==> src/rtl/imm_gen_pkg.sv <==
// Shared decode constants, format codes and buffer occupancy states for the immediate generator.
package imm_gen_pkg;

  localparam logic [6:0] OP_IMM    = 7'b0010011;
  localparam logic [6:0] OP_LOAD   = 7'b0000011;
  localparam logic [6:0] OP_JALR   = 7'b1100111;
  localparam logic [6:0] OP_SYSTEM = 7'b1110011;
  localparam logic [6:0] OP_STORE  = 7'b0100011;
  localparam logic [6:0] OP_BRANCH = 7'b1100011;
  localparam logic [6:0] OP_LUI    = 7'b0110111;
  localparam logic [6:0] OP_AUIPC  = 7'b0010111;
  localparam logic [6:0] OP_JAL    = 7'b1101111;
  localparam logic [6:0] OP_REG    = 7'b0110011;
  localparam logic [6:0] OP_REG32  = 7'b0111011;

  localparam logic [2:0] FMT_R = 3'd0;
  localparam logic [2:0] FMT_I = 3'd1;
  localparam logic [2:0] FMT_S = 3'd2;
  localparam logic [2:0] FMT_B = 3'd3;
  localparam logic [2:0] FMT_U = 3'd4;
  localparam logic [2:0] FMT_J = 3'd5;

  // Width-independent part of a buffered entry; imm and tag widths are set by the top.
  typedef struct packed {
    logic [2:0] fmt;
    logic       illegal;
  } dec_info_t;

  typedef enum logic [1:0] {
    CNT_EMPTY = 2'd0,
    CNT_ONE   = 2'd1,
    CNT_FULL  = 2'd2
  } cnt_state_e;

endpackage

==> src/rtl/imm_decode.sv <==
// Combinational instruction -> {imm, fmt, illegal}; zero latency, no flow control.
// IMM_SHAMT_EN: I-type shifts emit a zero-extended shamt instead of the raw 12-bit immediate.
module imm_decode
  import imm_gen_pkg::*;
#(
  parameter int XLEN = 32
) (
  input  logic [31:0]     inst,
  output logic [XLEN-1:0] imm,
  output dec_info_t       info
);

  logic [6:0]  opcode;
  logic [31:0] imm32;

  assign opcode = inst[6:0];

  always_comb begin
    imm32 = '0;
    info  = '{fmt: FMT_R, illegal: 1'b0};
    case (opcode)
      OP_IMM, OP_LOAD, OP_JALR, OP_SYSTEM: begin
        imm32    = {{20{inst[31]}}, inst[31:20]};
        info.fmt = FMT_I;
      end
      OP_STORE: begin
        imm32    = {{20{inst[31]}}, inst[31:25], inst[11:7]};
        info.fmt = FMT_S;
      end
      OP_BRANCH: begin
        imm32    = {{19{inst[31]}}, inst[31], inst[7], inst[30:25], inst[11:8], 1'b0};
        info.fmt = FMT_B;
      end
      OP_LUI, OP_AUIPC: begin
        imm32    = {inst[31:12], 12'b0};
        info.fmt = FMT_U;
      end
      OP_JAL: begin
        imm32    = {{11{inst[31]}}, inst[31], inst[19:12], inst[20], inst[30:21], 1'b0};
        info.fmt = FMT_J;
      end
      OP_REG, OP_REG32: ;
      default: info.illegal = 1'b1;
    endcase

    // Every 32-bit immediate above is already sign-correct; widening keeps inst[31] replicated.
    imm = XLEN'($signed(imm32));
`ifdef IMM_SHAMT_EN
    // slli/srli/srai: funct3 = x01; the funct7 bits above the shamt are dropped.
    if (opcode == OP_IMM && inst[13:12] == 2'b01) begin
      imm = (XLEN == 64) ? XLEN'(inst[25:20]) : XLEN'(inst[24:20]);
    end
`endif
  end

endmodule

==> src/rtl/imm_gen_pipe.sv <==
// Registered immediate generator with 2-entry skid buffer; 1 cycle accept-to-valid latency.
// Backpressure: in_ready_o drops only when both entries are held; outputs hold while out_ready_i=0.
module imm_gen_pipe
  import imm_gen_pkg::*;
#(
  parameter int XLEN  = 32,
  parameter int TAG_W = 8
) (
  input  logic             clk_i,
  input  logic             rst_i,
  input  logic             flush_i,
  input  logic             in_valid_i,
  output logic             in_ready_o,
  input  logic [31:0]      inst_i,
  input  logic [TAG_W-1:0] tag_i,
  output logic             out_valid_o,
  input  logic             out_ready_i,
  output logic [XLEN-1:0]  imm_o,
  output logic [2:0]       fmt_o,
  output logic             illegal_o,
  output logic [TAG_W-1:0] tag_o
);

  typedef struct packed {
    logic [XLEN-1:0]  imm;
    dec_info_t        info;
    logic [TAG_W-1:0] tag;
  } entry_t;

  logic [XLEN-1:0] dec_imm;
  dec_info_t       dec_info;
  entry_t          in_ent;

  imm_decode #(.XLEN(XLEN)) u_decode (
    .inst (inst_i),
    .imm  (dec_imm),
    .info (dec_info)
  );

  assign in_ent = '{imm: dec_imm, info: dec_info, tag: tag_i};

  cnt_state_e state_q, state_d;
  entry_t     head_q, head_d;
  entry_t     tail_q, tail_d;
  logic       push, pop;

  // Handshake flags come straight from the state register, so ready/valid are glitch-free.
  assign in_ready_o  = (state_q != CNT_FULL);
  assign out_valid_o = (state_q != CNT_EMPTY);
  assign push        = in_valid_i && in_ready_o;
  assign pop         = out_valid_o && out_ready_i;

  always_comb begin
    state_d = state_q;
    head_d  = head_q;
    tail_d  = tail_q;
    if (flush_i) begin
      state_d = CNT_EMPTY;
    end else begin
      case (state_q)
        CNT_EMPTY: begin
          if (push) begin
            head_d  = in_ent;
            state_d = CNT_ONE;
          end
        end
        CNT_ONE: begin
          case ({push, pop})
            2'b11: head_d = in_ent;
            2'b10: begin
              tail_d  = in_ent;
              state_d = CNT_FULL;
            end
            2'b01: state_d = CNT_EMPTY;
            default: ;
          endcase
        end
        CNT_FULL: begin
          if (pop) begin
            head_d  = tail_q;
            state_d = CNT_ONE;
          end
        end
        default: state_d = CNT_EMPTY;
      endcase
    end
  end

  always_ff @(posedge clk_i or posedge rst_i) begin
    if (rst_i) begin
      state_q <= CNT_EMPTY;
      head_q  <= '0;
      tail_q  <= '0;
    end else begin
      state_q <= state_d;
      head_q  <= head_d;
      tail_q  <= tail_d;
    end
  end

  assign imm_o     = head_q.imm;
  assign fmt_o     = head_q.info.fmt;
  assign illegal_o = head_q.info.illegal;
  assign tag_o     = head_q.tag;

endmodule

==> config.mk <==
export PLATFORM = sky130hd
export DESIGN_NAME = imm_gen_pipe
export DESIGN_NICKNAME = d
export VERILOG_FILES = /design/src/rtl/imm_gen_pkg.sv /design/src/rtl/imm_decode.sv /design/src/rtl/imm_gen_pipe.sv
export SDC_FILE = /design/constraint.sdc
export NUM_CORES = 1
export LEC_CHECK = 0
export CORE_MARGIN = 4
export CORE_UTILIZATION = 52
export CTS_CLUSTER_SIZE = 16
export DETAILED_ROUTE_END_ITERATION = 10
export PLACE_DENSITY_LB_ADDON = 0.08
export SLEW_MARGIN = 20
export SYNTH_ARGS = -nofsm -noshare
export SYNTH_HDL_FRONTEND = slang
export SYNTH_HIERARCHICAL = 1
export SYNTH_SLANG_ARGS = --single-unit
export TNS_END_PERCENT = 1
==> constraint.sdc <==
create_clock -name clk_i -period 3.7 [get_ports clk_i]
set_input_delay 0.74 -clock clk_i [delete_from_list [all_inputs] [get_ports clk_i]]
set_output_delay 0.74 -clock clk_i [all_outputs]
set_load 0.005 [all_outputs]
-- Yosys cells after proc, flatten, opt, wreduce, memory -nomap -nowiden
Cells that the tools add are included.
Widths: inputs -> output; s select.
- register bits: 90
- output and inout port bits: 46
- input bits: 45
- reductions and logical operators: 11
- eq/ne operators: 23
- mux-type cells: 12
- bitwise gates (word level): 1
- operators with widths (cell ; number):
    $pmux 32 s5 ; 1
    $mux 44 ; 3
    $pmux 44 s3 ; 1
    $eq 7x6->1 const B ; 4
    $eq 7x7->1 const B ; 4
    $pmux 3 s5 ; 1
    $eq 7x5->1 const B ; 2
    $reduce_or 11->1 ; 1
    $eq 7x2->1 const B ; 1
    $eq 2x2->1 const B ; 3
    $mux 2 ; 3
    $ne 2x2->1 const B ; 3
    $ne 3x3->1 const B ; 2
    $pmux 2 s3 ; 1
    $reduce_and 3->1 ; 2
    $reduce_and 5->1 ; 1
    $eq 2x1->1 const B ; 2
    $ne 4x3->1 const B ; 1
    $pmux 2 s2 ; 1
    $reduce_or 4->1 ; 1
    $reduce_bool 3->1 ; 1
    $logic_and 1x1->1 ; 2
    $logic_not 2->1 ; 1
    $ne 2x1->1 const B ; 1
    other kinds (4) ; 4

-- Depth between registers and ports, before layout
- depth in word-level cells: 6
- gate-level depth with buffers: 8

-- By module
The synthesis kept the hierarchy.
- by module, submodules not included (module ; cells an instance ; area an instance (µm²) ; times used):
    imm_gen_pipe ; 251 ; 4001.3 ; 1
    imm_decode ; 99 ; 710.7 ; 1

-- Worst setup path before layout
OpenSTA, ideal clock, no wires.
- path type: input to register
- start point: input port inst_i[6]
- end point: register head_q, in the netlist imm_o[30]
- slack: 1.381 ns
- buffers on the path: 2
- data arrival time: 2.194 ns
- cell stages on the path: 8
- library setup time: 0.125 ns
- cells stage by stage: buf_6 -> and2_4 -> o21a_1 -> a21oi_4 -> buf_12 -> o21ai_2 -> mux2_2 -> mux2_2
- cells in the longest elaborated chain, start to end: 5
- elaborated cells on any way between the ends: 15
- those cells by class: eq/ne (9); mux (4); reduce/logical (2)
- RTL lines (element ; RTL line ; RTL):
    start: declaration ; imm_gen_pipe.sv:14 ; input logic [31:0] inst_i,
    $eq 7x5->1, or another cell as far along ; imm_decode.sv:21 ; case (opcode)
    $reduce_or 4->1 / $reduce_or 2->1 (equally long branches) ; imm_decode.sv:21 ;
    $pmux 32 s5 * ; imm_decode.sv:21 ;
    via dec_imm[30] ; imm_gen_pipe.sv:30 ; logic [XLEN-1:0] dec_imm;
    $mux 44, on equally long branches ; imm_gen_pipe.sv:68, imm_gen_pipe.sv:62 ;
    $pmux 44 s3 * ; imm_gen_pipe.sv:60 ; case (state_q)
    end signal: assignment ; imm_gen_pipe.sv:92 ; head_q <= '0;
    end signal: assignment ; imm_gen_pipe.sv:96 ; head_q <= head_d;
    end: declaration ; imm_gen_pipe.sv:43 ; entry_t head_q, head_d;
Mark *: on every way through the listed nets, which the timed path passes. The rest lies on a longest branch. The select of a mux whose other input is x is not followed.
A chain may end at the register's enable or synchronous reset.

-- Worst setup path in the final report
- start point: input port inst_i[3]
- end point: register head_q, in the netlist imm_o[26]
Same word-level chain as after synthesis.

==> flow_summary.json <==
{
  "grt_pass1_wl_mm": 15.6,
  "arrival_ns": 2.88,
  "yosysTopAreaCell": "dfrtp_1",
  "wl_met2_mm": 4.36,
  "die_y_um": 103,
  "yosys-top-cells-area": "dfrtp_1 (48%), mux2_2 (29%), buf_6 (3.6%)",
  "worst_slew_pin_slew_ns": 0.622,
  "reg2reg_from": "state_q[0]$_DFFE_PP0P_",
  "grt_overflow_total": 0,
  "io_pins": 91,
  "seq_area_frac_synth_pct": 47.8,
  "numPortBuffers": 90,
  "core_um2": 8760,
  "cts_resized": 0,
  "syn-cell-area_um2": 4710,
  "drive_above_1_share_pct": 39.1,
  "syn-num-nets": 395,
  "final_max_slew_viol_count": 0,
  "route.met3.wl_um": 596,
  "cts_setup_buffers": 0,
  "worstReg2RegEnd": "imm_o[19]$_DFFE_PP0P_",
  "skew_ns": 0.0109,
  "fin_setup_tns_ns": 0,
  "synth_top_area_share_pct": 47.8,
  "rsz0062_at_grt": "false",
  "wl_per_cell_um": 17.4,
  "ys_types": 47,
  "die_w_um": 103,
  "relSlewSlack_pct": 58.6,
  "min-delay-start": "tail_q[8]$_DFFE_PP0P_",
  "top_layer_used": "met4",
  "insertedDiodeCount": 0,
  "dieArea_um2": 10600,
  "synth.ff_latch_count": 90,
  "hold_path_depth": 1,
  "clk_pin_slew_ns": 0.10,
  "grt_pass1_vias": 3101,
  "synth_warnings": 6,
  "setup_viol": 0,
  "syn_to_final_growth_pct": 23.8,
  "vias_per_cell": 5.51,
  "cts_root_buf": "clkbuf_8",
  "fin_cells": 551,
  "grt_max_degree": 59,
  "synth_top_flop_cell": "dfrtp_1",
  "grt_util_all_layers_pct": 19.0,
  "syn_inst": 350,
  "num_vias": 3038,
  "drv_cap": 0,
  "synth-compound-area-share_pct": 7.94,
  "first_pass_iters": 4,
  "fmax_mhz": 380,
  "powerDensity_nw_per_um2": 376,
  "clock_sinks": 90,
  "power.leakage_uw": 0.00271,
  "status": "finished, final reports clean",
  "clk_latency_ns": 0.36,
  "utilization_pct": 66.6,
  "gp_congestion": 0.860,
  "rows": 34,
  "min_period_ns": 2.63,
  "synthSimpleGateAreaFrac_pct": 7.54,
  "syn_area_per_cell_um2": 13.5,
  "nets": 483,
  "dpl.hpwl_mm": 6.59,
  "synth_top_family_by_area": "multiplexers",
  "reg2regPathDepth": 4,
  "hp-class": "reg -> reg",
  "cts_hold_buffers": 0,
  "hold_end": "tail_q[8]$_DFFE_PP0P_",
  "synth-xor-area-share_pct": 0.186,
  "peakVddDrop_v": 0.000212,
  "antenna_left": 0,
  "drc_errors": 0,
  "drtIter0Drc": 92,
  "start_kind": "input pin",
  "ff2ff_setup_slack_ns": 1.77,
  "async_flop_share_pct": 100,
  "clockBufferDepth": 2,
  "wl_met1_mm": 4.46,
  "synthAdderAreaFrac_pct": 0,
  "cts_made_buffers": 9,
  "dpl.cell_count": 535,
  "finalWirelength_mm": 9.56,
  "crit_type": "in -> reg",
  "finalHoldViolCount": 0,
  "muxShareOfSynthArea_pct": 31.5,
  "critPathCaptureType": "flip-flop",
  "cts_tree": "yes",
  "grt_antenna_before_repair": 0,
  "cp.required_ns": 3.95,
  "start_util_pct": 53.8,
  "path_max_fanout": 17,
  "finalCritPeriodShare_pct": 71.1,
  "cts_htree_levels": 3,
  "synth_edf_count": 0
}
-- cells in the mapped netlist (2+ instances only) --
cell type and count:
nand2_1 19, a21oi_1 5, nor2_1 7, a21o_1 9, buf_6 15, dfrtp_1 90, buf_2 2, nor3b_4 2
a21oi_2 2, o21a_1 2, o21ai_0 5, a21oi_4 2, nand3b_1 2, a22o_1 4, mux2_2 121, nor3_1 2
nor2b_1 7, o22a_1 2, inv_1 3, mux2_1 11, o21ai_2 11, nor3_2 2
-- worst max path at each step --
stage | endpoint | from | slack (ns)
2_1_floorplan | fmt_o[0]$_DFFE_PP0P_ | rst_i | 0.62
3_3_place_gp | imm_o[26]$_DFFE_PP0P_ | inst_i[3] | 0.75
3_5_place_dp | imm_o[26]$_DFFE_PP0P_ | inst_i[3] | 0.69
4_1_cts | imm_o[26]$_DFFE_PP0P_ | inst_i[3] | 1.09
5_1_grt | imm_o[26]$_DFFE_PP0P_ | inst_i[3] | 0.97
6_report | imm_o[26]$_DFFE_PP0P_ | inst_i[3] | 1.07
-- cell families after synthesis --
group	Yosys count
AO/OA/AOI/OAI	47
XOR/XNOR	1
multiplexers	132
flip-flops	90
AND/OR/NAND/NOR	56
buffers and inverters	24
-- sequential cells by signal (all words and copies together), names as in the netlist --
register and count:
tail_q 44, imm_o 32, tag_o 8, fmt_o 3, state_q 2, illegal_o 1
-- layout by cell type, fill, tap and decap left out, drive strengths merged, types with 2 or more instances in the layout --
| cell | count |
|---|---|
| a21oi | 9 |
| a22o | 4 |
| o21ai | 16 |
| clkbuf | 10 |
| dfrtp | 90 |
| nor2b | 8 |
| nand3b | 2 |
| nand2 | 19 |
| a21o | 9 |
| o22a | 2 |
| clkinv | 2 |
| clkdlybuf4s50 | 90 |
| nand4b | 2 |
| buf | 8 |
| and3 | 2 |
| nor2 | 7 |
| o21a | 2 |
| inv | 5 |
| nor3 | 4 |
| nand2b | 2 |
| bufinv | 2 |
| nor3b | 3 |
| mux2 | 132 |
-- layer usage --
layer / up-vias / GRT usage [%]
li1: 1431 / -
met1: 1509 / 26.8
met2: 83 / 28.5
met3: 15 / 4.69
met4: 0 / 7.07
met5: - / 0
-- layout make-up --
class	instances	area [µm²]
Clock inverter	6	95.1
Clock buffer	10	138
Tap cell	108	135
Sequential cell	90	2250
Timing Repair Buffer	98	973
Fill cell	679	2930
Multi-Input combinational cell	236	2230
Inverter	3	12.5
-- power breakdown --
group | internal (µW) | switching, µW | total (µW)
Clock | 408 | 361 | 769
Combinational | 199 | 128 | 327
Sequential | 1060 | 38.8 | 1100
-- critical path: stages --
cell and delay [ns]:
clkdlybuf4s50_1 0.67, and3b_2 0.27, o21a_1 0.13, a21oi_4 0.13
buf_4 0.26, o21ai_0 0.13, mux2_2 0.28, mux2_2 0.25
-- per-stage QoR --
stage               area [µm²]  hold WS [ns]  power (µW)  setup WS [ns]
finish                    5830         0.491        2190           1.07
global route              5830         0.521        2300          0.972
CTS                       5830         0.497        2230           1.09
detailed placement        5600         0.476        1450          0.691
global placement          5600         0.464        1440          0.751
floorplan                 4710         0.454        1290          0.625
Power figures use the tool's default switching activity.
